<file path="src/rtl/bam_seq_divider.sv">
// Iterative restoring divider (2*WIDTH / WIDTH) for the broken-array multiplier product domain.
// Optional feature macro: BAM_DIV_ROUND_EN (round-half-up quotient on normal completion).
module bam_seq_divider #(
   parameter int WIDTH = 4,
   parameter int VBL   = 0
) (
   input  logic                 clk,
   input  logic                 rst,
   input  logic                 in_valid,
   output logic                 in_ready,
   input  logic [2*WIDTH-1:0]   dividend,
   input  logic [WIDTH-1:0]     divisor,
   output logic                 out_valid,
   input  logic                 out_ready,
   output logic [WIDTH-1:0]     quotient,
   output logic [WIDTH-1:0]     remainder,
   output logic                 ovf,
   output logic                 dz
);

   localparam int CW = (WIDTH > 1) ? $clog2(WIDTH) : 1;

   typedef enum logic [1:0] {IDLE, RUN, DONE} state_t;

   state_t               state_q, state_d;
   logic [2*WIDTH-1:0]   vbl_mask;
   logic [2*WIDTH-1:0]   dvd_masked;
   logic [WIDTH-1:0]     dvd_hi;
   logic [WIDTH-1:0]     lo_q, lo_d;
   logic [WIDTH-1:0]     dvs_q, dvs_d;
   logic [WIDTH-1:0]     p_q, p_d;
   logic [WIDTH-1:0]     q_q, q_d;
   logic [WIDTH-1:0]     rem_q, rem_d;
   logic [CW-1:0]        cnt_q, cnt_d;
   logic                 ovf_q, ovf_d;
   logic                 dz_q, dz_d;

   logic [WIDTH:0]       trial;
   logic [WIDTH-1:0]     diff;
   logic                 qbit;
   logic [WIDTH-1:0]     p_next;
   logic [WIDTH-1:0]     q_shift;

   // Columns below the vertical breaking level never carry product bits.
   generate
      for (genvar gi = 0; gi < 2*WIDTH; gi++) begin : g_mask
         assign vbl_mask[gi] = (gi >= VBL);
      end
   endgenerate

   assign dvd_masked = dividend & vbl_mask;
   assign dvd_hi     = dvd_masked[2*WIDTH-1:WIDTH];

   // The partial remainder is always below the divisor after a step, so only W bits
   // are stored; the trial value carries the extra top bit for the W+1-bit compare.
   always_comb begin
      trial   = {p_q, lo_q[cnt_q]};
      qbit    = (trial >= {1'b0, dvs_q});
      diff    = trial[WIDTH-1:0] - dvs_q;
      p_next  = qbit ? diff : trial[WIDTH-1:0];
      q_shift = (q_q << 1) | {{(WIDTH-1){1'b0}}, qbit};
   end

`ifdef BAM_DIV_ROUND_EN
   logic round_up;
   always_comb begin
      round_up = ({p_next, 1'b0} >= {1'b0, dvs_q}) && (q_shift != {WIDTH{1'b1}});
   end
`endif

   always_comb begin
      state_d = state_q;
      lo_d    = lo_q;
      dvs_d   = dvs_q;
      p_d     = p_q;
      q_d     = q_q;
      rem_d   = rem_q;
      cnt_d   = cnt_q;
      ovf_d   = ovf_q;
      dz_d    = dz_q;
      case (state_q)
         IDLE: begin
            if (in_valid) begin
               lo_d  = dvd_masked[WIDTH-1:0];
               dvs_d = divisor;
               if (divisor == '0) begin
                  dz_d    = 1'b1;
                  q_d     = '1;
                  rem_d   = '0;
                  state_d = DONE;
               end else if (dvd_hi >= divisor) begin
                  ovf_d   = 1'b1;
                  q_d     = '1;
                  rem_d   = '0;
                  state_d = DONE;
               end else begin
                  p_d     = dvd_hi;
                  q_d     = '0;
                  cnt_d   = CW'(WIDTH-1);
                  state_d = RUN;
               end
            end
         end
         RUN: begin
            p_d   = p_next;
            q_d   = q_shift;
            cnt_d = cnt_q - 1'b1;
            if (cnt_q == '0) begin
               rem_d   = p_next;
               state_d = DONE;
`ifdef BAM_DIV_ROUND_EN
               q_d     = q_shift + {{(WIDTH-1){1'b0}}, round_up};
`endif
            end
         end
         DONE: begin
            if (out_ready) begin
               ovf_d   = 1'b0;
               dz_d    = 1'b0;
               state_d = IDLE;
            end
         end
         default: state_d = IDLE;
      endcase
   end

   always_ff @(posedge clk) begin
      if (rst) begin
         state_q <= IDLE;
         lo_q    <= '0;
         dvs_q   <= '0;
         p_q     <= '0;
         q_q     <= '0;
         rem_q   <= '0;
         cnt_q   <= '0;
         ovf_q   <= 1'b0;
         dz_q    <= 1'b0;
      end else begin
         state_q <= state_d;
         lo_q    <= lo_d;
         dvs_q   <= dvs_d;
         p_q     <= p_d;
         q_q     <= q_d;
         rem_q   <= rem_d;
         cnt_q   <= cnt_d;
         ovf_q   <= ovf_d;
         dz_q    <= dz_d;
      end
   end

   assign in_ready  = (state_q == IDLE);
   assign out_valid = (state_q == DONE);
   assign quotient  = q_q;
   assign remainder = rem_q;
   assign ovf       = ovf_q;
   assign dz        = dz_q;

endmodule
</file>
<file path="config.mk">
export PLATFORM = sky130hd
export DESIGN_NAME = bam_seq_divider
export DESIGN_NICKNAME = d
export VERILOG_FILES = /design/src/rtl/bam_seq_divider.sv
export SDC_FILE = /design/constraint.sdc
export NUM_CORES = 1
export LEC_CHECK = 0
export BUFFER_PORTS_ARGS = -buffer_cell sky130_fd_sc_hd__buf_2
export CAP_MARGIN = 40
export CORE_MARGIN = 2
export CORE_UTILIZATION = 40
export DETAILED_ROUTE_END_ITERATION = 8
export PLACE_DENSITY = 0.67
export SLEW_MARGIN = 10
export SYNTH_ARGS = -nofsm -noshare
export SYNTH_HDL_FRONTEND = slang
export SYNTH_SLANG_ARGS = --single-unit
</file>
<file path="constraint.sdc">
create_clock -name clk -period 3.32 [get_ports clk]
set_input_delay 0 -clock clk [delete_from_list [all_inputs] [get_ports clk]]
set_output_delay 0 -clock clk [all_outputs]
set_load 0.005 [all_outputs]
</file>
==> flow_summary.ini <==
[die]
io-pin-count = 28
die_w_um = 64.8
start_util = 0.410
design.die.area_sq_mm = 0.00420
chipHeight_um = 64.8
rows = 22
core_sq_mm = 0.00361

[sta]
tightest_slew_ns = 0.606
finalClockSkew_ns = 0.00884
hold_violations = 0
drv_slew = 0
fmax_mhz = 384
setup_viol = 0
rsz0062_at_grt = no
layout_min_cycle_time_ns = 2.60
fin_setup_tns_ns = 0
relSlewSlack = 0.593
period_share = 0.783

[clocking]
post_cts_buffers = 0
clkTransAtPathRegs_ns = 0.09
root_buffer = clkbuf_8
postCtsResizedCells = 0
numClockSinks = 26
cts_made_buffers = 3
cts_tree = done
cts_buffer_depth = 2
cts_htree_levels = 1
clk_latency_ns = 0.27

[finish]
finalNonFillerCells = 256
fillers = 343
drive_gt1_frac = 0.197
fin_nets = 235
multi_input_area_sq_um = 882
syn2layout_area_growth_pct = 20.8
num_antenna_cells = 0
fin_util = 0.496
regArea_sq_um = 520

[route]
dr.max_layer_used = met4
dr_wl_met2_um = 1630
num_vias = 1376
wl_um = 3500
ant_nets = 0
route.met3.wl_um = 109
drc = 0
dr.pass1.iters = 4
viasPerCell = 5.38
drtIter0Drc = 56
wl_per_cell_um = 13.7
wl_met1_um = 1710

[global_route]
grt.total_usage = 0.186
antenna_found_initial = 0
grt_max_degree = 27
grt-ovfl-total = 0
grt_first_pass_wirelength_um = 6090
grt_pass1_vias = 1336

[setup_path]
worstSetupPathType = reg -> reg
worstPathMaxFanout = 4
arrival_ns = 2.77
worstSetupEndpointType = register
startpoint_type = register
cp_top_family = compound AO/OA/AOI/OAI gates
crit_chain = mux4_2 > inv_1 > ha_1 > or3b_1 > a21o_1 > a211oi_2 > nor3_1 > o41ai_2
cp_slowest_cell = mux4_2
cp.buffers_inverters = 1
slowest_delay_ns = 0.51
cp.required_ns = 3.49
r2r_slack_ns = 0.72

[flow_run]
max_cap_violations = 0

[placed_design]
hpwlAfterDp_um = 2640
numPortBuffers = 27
gp_congestion = 0.843
dpl.cell_count = 245

[yosys]
syn_nets = 203
synth.avg_cell_area_sq_um = 8.36
synth_flop_cell = dfxtp_1
synth_enable_flop_cells = 0
synthCells = 177
yosysSeqAreaShare = 0.352
synth_area_leaders = dfxtp_1 35%, ha_1 7.6%, nand2_1 6.8%
synth_area_leader_cell = dfxtp_1
synth_top_area_frac = 0.352
synth_seq_cells = 26
netlist_area_sq_mm = 0.00148
ys_warn_count = 0
ys_types = 44
synthArstFlopShare = 0

[min_path]
min_path_type = in -> reg

[status]
status = finished, final reports clean

[pwr]
p_leak_nw = 0.720
vdd_drop_max_mv = 0.235
powerDensity_mw_per_mm2 = 515
-- flip-flops by register name (all words and copies together) (netlist names) --
register / count
dvs_q: 4
lo_q: 4
p_q: 4
quotient: 4
remainder: 4
cnt_q: 2
state_q: 2
dz: 1
ovf: 1
-- power by group --
part	total [mW]	switching (mW)	internal, mW
Sequential	0.370	0.0253	0.344
Clock	0.261	0.0997	0.161
Combinational	0.291	0.163	0.128
Total	0.922	0.288	0.633
-- kinds of logic (layout without fill, tap and decap cells) --
| family | Yosys count | in the layout | share of synthesized area |
|---|---|---|---|
| AO/OA/AOI/OAI | 52 | 52 | 0.262 |
| XOR/XNOR | 1 | 1 | 0.00592 |
| adder cells (fa/ha/maj) | 10 | 10 | 0.0896 |
| buffers and inverters | 20 | 51 | 0.0524 |
| flip-flops | 26 | 26 | 0.352 |
| multiplexers | 2 | 2 | 0.0228 |
| AND/OR/NAND/NOR | 66 | 66 | 0.216 |
-- per-layer routing --
metal	up-vias	global-route usage
li1	701	-
met1	641	0.241
met2	30	0.317
met3	4	0.0278
met4	0	0.0585
met5	-	0
-- through the flow --
stage	worst slack [ns]	power (mW)	hold WS (ns)	area (sq um)
final	0.719	0.922	0.00816	1790
after global routing	0.581	0.985	0.0245	1790
after CTS	0.712	0.927	0.00373	1790
after detailed placement	0.753	0.661	0.248	1650
after global placement	0.860	0.656	0.245	1650
after floorplan	0.930	0.586	0.136	1480
-- cell usage in the layout (no fill, tap or decap), drive strengths merged, types with 2 or more instances in the layout --
cell type    Yosys  routed
a31oi            6       6
dlygate4sd3      0       7
a211oi           4       4
a311oi           3       3
inv             13      13
nand2           27      27
or3              2       2
nor3b            2       2
clkbuf           5       3
nand3            8       8
a21oi           14      14
ha               9       9
buf              2      27
nor3             5       5
nor2            11      11
dfxtp           26      26
and2             2       2
nand2b           3       3
o21a             5       5
o21ai            8       8
-- layout make-up --
type,instances,share of cell area
multi-input cells,131,0.493
flip-flops and latches,26,0.291
repair buffers,34,0.115
well taps,48,0.0336
inverters,13,0.0273
clock buffers,3,0.0231
clock inverters,1,0.0168
-- worst paths after layout --
kind / from / endpoint / cells past startpoint
worst max-delay path: cnt_q[0]$_SDFFE_PP0P_ / p_q[0]$_SDFFE_PP0P_ / 8
worst min-delay path: out_ready / state_q[1]$_SDFFE_PP0P_ / 3
worst max register to register: cnt_q[0]$_SDFFE_PP0P_ / p_q[0]$_SDFFE_PP0P_ / 8
worst min register to register: dvs_q[2]$_SDFFE_PP0P_ / dvs_q[2]$_SDFFE_PP0P_ / 2
-- cells in the mapped netlist, types with 3 or more instances --
cell and n:
nand2b_1 3, ha_1 9, a21oi_1 14, a31oi_1 6, nand2_1 27, inv_1 13, nor3_1 5, o21ai_1 6
clkbuf_1 5, nand3_1 8, dfxtp_1 26, o21a_1 5, nor2_1 11, a211oi_1 3
-- repair_timing --
| action | 4_1_cts | 5_1_grt |
|---|---|---|
| endpoints found under the hold margin | 7 | 0 |
| endpoints found under the setup margin | 0 | 0 |
| hold buffers | 7 | 0 |
-- worst min-delay path, cell delays in order --
cell and delay (ns):
buf_2 0.08, or3_1 0.08, a31oi_1 0.07
Power figures use the tool's default switching activity.
